File: src/rtl/entrada_gray_sincronizada.sv
// rtl/entrada_gray_sincronizada.sv - Gray switch input: synchroniser, debouncer, Gray-to-binary register
// Optional feature: define GRAY_ERROR_EN to add the sticky error_gray output
// (commit of a code that differs from the previous one in more than one bit).
module entrada_gray_sincronizada #(
   parameter int N_BITS          = 4,
   parameter int SYNC_ETAPAS     = 2,
   parameter int CICLOS_ESTABLES = 1_000_000
) (
   input  logic              clk,
   input  logic              rst,
   input  logic [N_BITS-1:0] gray_in,
   output logic [N_BITS-1:0] bin,
   output logic              bin_valido
`ifdef GRAY_ERROR_EN
   ,
   output logic              error_gray
`endif
);

   localparam int CNT_W = $clog2(CICLOS_ESTABLES);
   localparam logic [CNT_W-1:0] CNT_MAX = CNT_W'(CICLOS_ESTABLES - 1);

   typedef enum logic {
      REPOSO   = 1'b0,
      CONTANDO = 1'b1
   } estado_t;

   estado_t           estado;
   logic [N_BITS-1:0] sync_q [SYNC_ETAPAS];
   logic [N_BITS-1:0] sinc;
   logic [N_BITS-1:0] candidato;
   logic [N_BITS-1:0] estable;
   logic [CNT_W-1:0]  contador;

   // Reflected Gray to binary: each binary bit is the XOR of all Gray bits at or above it.
   function automatic logic [N_BITS-1:0] gray2bin(input logic [N_BITS-1:0] g);
      logic [N_BITS-1:0] b;
      b = g;
      for (int i = N_BITS - 2; i >= 0; i--) begin
         b[i] = b[i+1] ^ g[i];
      end
      return b;
   endfunction

`ifdef GRAY_ERROR_EN
   // True when more than one bit is set: clearing the lowest set bit leaves something.
   function automatic logic mas_de_un_bit(input logic [N_BITS-1:0] x);
      return (x & (x - N_BITS'(1))) != '0;
   endfunction
`endif

   // Multi-stage synchroniser per bit; the switches are asynchronous to clk.
   always_ff @(posedge clk or posedge rst) begin
      if (rst) begin
         for (int i = 0; i < SYNC_ETAPAS; i++) begin
            sync_q[i] <= '0;
         end
      end else begin
         sync_q[0] <= gray_in;
         for (int i = 1; i < SYNC_ETAPAS; i++) begin
            sync_q[i] <= sync_q[i-1];
         end
      end
   end

   assign sinc = sync_q[SYNC_ETAPAS-1];

   // Debounce FSM: a new code must hold for CICLOS_ESTABLES cycles before it is committed.
   always_ff @(posedge clk or posedge rst) begin
      if (rst) begin
         estado     <= REPOSO;
         candidato  <= '0;
         estable    <= '0;
         contador   <= '0;
         bin        <= '0;
         bin_valido <= 1'b0;
`ifdef GRAY_ERROR_EN
         error_gray <= 1'b0;
`endif
      end else begin
         bin_valido <= 1'b0;
         case (estado)
            REPOSO: begin
               if (sinc != estable) begin
                  candidato <= sinc;
                  contador  <= '0;
                  estado    <= CONTANDO;
               end
            end
            CONTANDO: begin
               if (sinc == estable) begin
                  // The disturbance went away before being accepted.
                  estado <= REPOSO;
               end else if (sinc != candidato) begin
                  // Still bouncing: restart the stability window on the newest value.
                  candidato <= sinc;
                  contador  <= '0;
               end else if (contador == CNT_MAX) begin
                  estable    <= candidato;
                  bin        <= gray2bin(candidato);
                  bin_valido <= 1'b1;
                  estado     <= REPOSO;
`ifdef GRAY_ERROR_EN
                  if (mas_de_un_bit(candidato ^ estable)) begin
                     error_gray <= 1'b1;
                  end
`endif
               end else begin
                  contador <= contador + CNT_W'(1);
               end
            end
            default: estado <= REPOSO;
         endcase
      end
   end

endmodule

File: config.mk
export PLATFORM = sky130hd
export DESIGN_NAME = entrada_gray_sincronizada
export DESIGN_NICKNAME = d
export VERILOG_FILES = /design/src/rtl/entrada_gray_sincronizada.sv
export SDC_FILE = /design/constraint.sdc
export NUM_CORES = 1
export LEC_CHECK = 0
export CORE_ASPECT_RATIO = 0.9
export CORE_MARGIN = 2
export CORE_UTILIZATION = 50
export DETAILED_ROUTE_END_ITERATION = 7
export PLACE_DENSITY = 0.72
export SKIP_LAST_GASP = 1
export SYNTH_ARGS = -nofsm -noshare
export SYNTH_HDL_FRONTEND = slang
export SYNTH_SLANG_ARGS = --single-unit
File: constraint.sdc
create_clock -name clk -period 2.3 [get_ports clk]
set_input_delay 0.46 -clock clk [delete_from_list [all_inputs] [get_ports clk]]
set_output_delay 0.46 -clock clk [all_outputs]
set_load 0.03 [all_outputs]
Word-level counts from Yosys, hierarchy flattened
Index checks and enable logic that the tools add are counted.

Flip-flop bits (word level): 42. Output and inout port bits: 5. Logic and storage cells: 44.

$add $sub $neg: 1. Equality and inequality tests: 8. Mux-type cells: 18. Bitwise logic cells: 6. Reduce and logical (&&, ||, !) cells: 3.

Operators with widths (count): $mux W20 (4); $pmux W20 S2 (1); $add A20 B1 Y20 const B (1); $eq A20 B20 Y1 const B (1); $mux W4 (3); $mux W1 (8); $ne A4 B4 Y1 (2); $pmux W4 S2 (1); $reduce_and A3 Y1 (2); $eq A4 B4 Y1 (1); $ne A2 B2 Y1 const B (2); $reduce_and A4 Y1 (1); $ne A3 B3 Y1 const B (1); $not A1 Y1 (3); $xor A1 B1 Y1 (3); $ne A2 B1 Y1 const B (1); $pmux W1 S2 (1).

Depth between registers and ports, before layout
Depth in word-level cells: 5. Gate-level depth with buffers: 6. Gate-level depth less buffers: 6.

Worst setup path before layout
Ideal clock, no wire load.

Path type: register to register. Start: register sync_q (netlist bit sinc[1]). End: register bin[0]. Setup time: 125 ps. Arrival: 1650 ps. Slack: 525 ps. Stages on the path, launching flop included: 7. Clock period less this slack: 1775 ps. Cell sequence: dfrtp_1 -> xor2_1 -> nor4_4 -> nor3_2 -> buf_4 -> nand2_4 -> mux2_4.

Word-level cells in the longest chain between the ends: 3.

RTL lines: from (decl) (RTL line 29) `logic [N_BITS-1:0] sync_q [SYNC_ETAPAS];`; from (signal, indexed assignment) (RTL line 61) `sync_q[i] <= sync_q[i-1];`; $ne A4 B4 Y1 or $eq A4 B4 Y1 (tied branches) (RTL line 94, 91); $not A1 Y1 (no source line); $reduce_and A4 Y1 (no source line) *; to (signal assigned) (RTL line 100) `bin <= gray2bin(candidato);`; to (decl) (RTL line 12) `output logic [N_BITS-1:0] bin,`.

Every way passes the cells marked *; elsewhere a longest branch is shown, timed or not. A chain may end at the register's enable or synchronous reset.

Worst setup path after layout
Start: register candidato[1]. End: register contador[14].

Word-level cells in the longest chain between the ends: 4.

RTL lines: from (decl) (RTL line 31) `logic [N_BITS-1:0] candidato;`; from (signal assigned) (RTL line 85) `candidato <= sinc;`; from (signal assigned) (RTL line 96) `candidato <= sinc;`; $ne A4 B4 Y1 * (RTL line 94) `end else if (sinc != candidato) begin`; $mux W20 (RTL line 94); $mux W20 (RTL line 91) `if (sinc == estable) begin`; $pmux W20 S2 (RTL line 82) `case (estado)`; to (signal assigned) (RTL line 109) `contador <= contador + CNT_W'(1);`; to (decl) (RTL line 33) `logic [CNT_W-1:0] contador;`.

Every way passes the cells marked *; elsewhere a longest branch is shown, timed or not. The select of a mux whose other input is x is not followed.

==> results.md <==
* Outcome: finished clean
* Die Wd at 70.8 um
* CTS Sinks at 41
* Worst setup path class: register to register
* Fmax at ~470 MHz
* Die area at 0.00454 mm2
* Leading area contributor after synthesis: dfrtp_1
* Initial antenna violation count at 0
* Die Ht at 64.1 um
* Sequential area share after synthesis at 0.511
* Mapped Cells at 190
* Clock Path Buffers at 2
* Synth warn at 0
* Reg2reg setup slack at 190 ps
* Core Box Area at 0.00378 mm2
* GPL Wtd Cong at 0.880
* Placed inst area at 0.00218 mm2
* Worst Reg-to-Reg Cells at 6
* Worst hold path startpoint: sync_q[5]$_DFF_PP0_
* Post-CTS setup buffers at 0
* IR drop worst, VDD at 0.000415 V
* CTS clock-pin slew for the worst setup and hold paths at about 90 ps
* Final cell count without fillers at 255
* Routed Wire Length at 4090 um
* Tmin final at roughly 2100 ps
* Worst r2r src: candidato[1]$_DFFE_PP0P_
* Post-DP HPWL at 2910 um
* Placed Cells at roughly 250
* Remaining global-route overflow at 0
* Slew of the pin with the lowest slew margin at 509 ps
* Ys flop type: dfrtp_1
* First-pass GRT wire length at 7530 um
* Worst Hold Path EP: sinc[1]$_DFF_PP0_
* Worst EP required at 2540 ps
* Layout Skew at just under 7 ps
* Pwr Density at between 500 and 600 mW/mm2
* Synth unique cells at 42
* Setup TNS at 0 ps
* Root buffer cell: clkbuf_8
* Post-synth EDFFs at 0
* Unrepaired setup endpoints after global routing: no
* Avg Cell Area, Syn at 10.6 um2
* Synthesized area at 0.00201 mm2
* Max stage delay on crit path at approximately 450 ps
* DR iter-0 viols at ~110
* Detailed Routing Iterations Pass 1 at 4
* Total track usage at 0.212
* Min-Delay Path Depth at 0
* Vias at 1512
* Crit-path most repeated cell: nand3_1
* Hold buffers post-CTS at 0
* Leakage at 0.985 nW
* Class of the worst hold path: register to register
* Final Hold Fails at 0
* Most area-consuming cells after synthesis: dfrtp_1, mux2_4, xor2_1, nand3_1, nand2_1
* Vias in the first global route at 1612
* IO buf count at 10
* Setup crit end kind: register
* Total clock buffers created by CTS at 5
* Crit share post-route at 0.918
* Syn Nets at 197
* Worst R2R End: contador[14]$_DFFE_PP0P_
* Crit path cell chain: xnor2_1 -> nand3_1 -> nor3_2 -> buf_4 -> or3b_1 -> nand3_1
* CTS H-Tree Depth at 2
* Final Max Tran Viols at 0
* Residual DRC at 0
* Rel. slew slack at 0.661
* Row cnt at 21
* Final nets at 215
* Synth-to-layout area growth at 13.3%
* Share of layout cells above drive strength 1 at 0.153
* Wire per inst at 16.0 um
* CP max FO at 7
* Worst skew pair latency at 300 ps
* Fin util at 0.602
* Arrival time at the worst endpoint at 2350 ps
* Yosys reg bits at 41
* Drt via density at just under 6
* WP buf/inv at 1
* Post-route antenna net violation count at 0
* Synth top area share at 0.511
* Initial Util at 0.531
* Finished Cell Area at 0.00228 mm2
* Fillers at about 320
* Antenna cells at 0
* # IOs at 11
* Startpoint Class: register
* Slowest CP cell: nor3_2
* Largest net degree at the start of global routing at 42
* Maxcap violations at 0
* Post-cts repair resize count at 0
* Cell family with most CP delay: simple AND/OR/NAND/NOR gates
* CTS tree: done
* Asr flop ratio synth at 1.00
* Finish-stage setup viols at 0
-- cell usage in the layout, fill, tap and decap left out, types with 5 or more instances in the layout --
master            n
xor2_1            9
mux2_4            6
nand2_1          17
inv_1            12
clkbuf_8          5
clkdlybuf4s50_1  10
xnor2_1           6
nand4_1           6
buf_4             6
a21oi_1          10
o21ai_0           8
dfrtp_1          41
nand3_1          15
nor2_1           13
-- synth_stat cells, types with 2 or more instances --
cell and instances:
nor3_1 4, nor2_1 13, dfrtp_1 41, and3_1 2, buf_2 2, nand3_1 15, nor3_2 2, xnor2_1 6
o21ai_1 2, inv_1 12, mux2_4 6, nor4b_2 2, a21oi_1 10, nand4_1 6, nand3b_1 2, mux2_2 3
o22ai_1 3, o31ai_1 3, o21ai_0 8, buf_4 2, nand2_1 17, xor2_1 9
-- worst reg2reg max path, delay by kind of cell (launching register included) --
kind          cells  cell delay (ps)
xor+xnor          1              210
buf+inv           1              250
flops             1              440
simple gates      4             1150
-- power breakdown --
group / total [mW] / internal (mW) / leakage [nW] / switching, mW
sequential: 0.752 / 0.735 / 0.540 / 0.0162
clock: 0.486 / 0.219 / 0.0447 / 0.267
combinational: 0.116 / 0.0488 / 0.400 / 0.0674
total: 1.35 / 1.00 / 0.985 / 0.351
-- layout make-up --
| class | count | area (um2) | share of cell area |
|---|---|---|---|
| multi-input combinational | 132 | 910 | 0.399 |
| timing repair buffer | 16 | 145 | 0.0637 |
| sequential | 41 | 1030 | 0.451 |
| inverter | 12 | 45.0 | 0.0198 |
| clock buffer | 5 | 68.8 | 0.0302 |
| clock inverter | 3 | 25.0 | 0.0110 |
| tap | 46 | 57.6 | 0.0253 |
-- routing by layer --
| metal | up-vias | track usage | part of all wire |
|---|---|---|---|
| met5 | - | 0 | 0 |
| met4 | 0 | 0.0943 | 0.019 |
| met3 | 10 | 0.0473 | 0.042 |
| met2 | 40 | 0.333 | 0.49 |
| met1 | 759 | 0.283 | 0.45 |
| li1 | 703 | - | - |
-- worst max path at each step --
stage                        startpoint                        to  slack (ps)  depth (start not counted)
4_1_cts        candidato[1]$_DFFE_PP0P_  contador[14]$_DFFE_PP0P_         180                          6
3_3_place_gp   candidato[1]$_DFFE_PP0P_  contador[14]$_DFFE_PP0P_         310                          6
5_1_grt        candidato[3]$_DFFE_PP0P_  contador[14]$_DFFE_PP0P_          20                          6
2_1_floorplan         sinc[1]$_DFF_PP0_        bin[0]$_DFFE_PP0P_         520                          6
3_5_place_dp   candidato[1]$_DFFE_PP0P_  contador[14]$_DFFE_PP0P_         230                          6
6_report       candidato[1]$_DFFE_PP0P_  contador[14]$_DFFE_PP0P_         190                          6
-- per-stage QoR --
| step | worst slack [ps] | hold slack [ps] | power (mW) |
|---|---|---|---|
| global route | 23.1 | 370 | 1.42 |
| CTS | 185 | 356 | 1.37 |
| floorplan | 525 | 331 | 0.844 |
| global placement | 310 | 331 | 0.878 |
| finish | 188 | 353 | 1.35 |
| detailed placement | 226 | 335 | 0.884 |
-- logic make-up (layout without fill, tap and decap cells) --
kind of cell / after synthesis / in the layout / share of synthesized area
compound gates: 32 / 32 / 0.0940
xor+xnor: 15 / 15 / 0.0654
fa+ha+maj: 1 / 1 / 0.00623
buf+inv: 17 / 36 / 0.0367
flops: 41 / 41 / 0.511
mux: 10 / 10 / 0.0666
simple gates: 74 / 74 / 0.220
-- registers in the layout, summed over array words and instances, names as in the netlist --
signal	flops
sinc	4
estado	1
candidato	4
sync_q	4
bin	3
estable	4
bin_valido	1
contador	20
(Power assumes the default switching activity.)
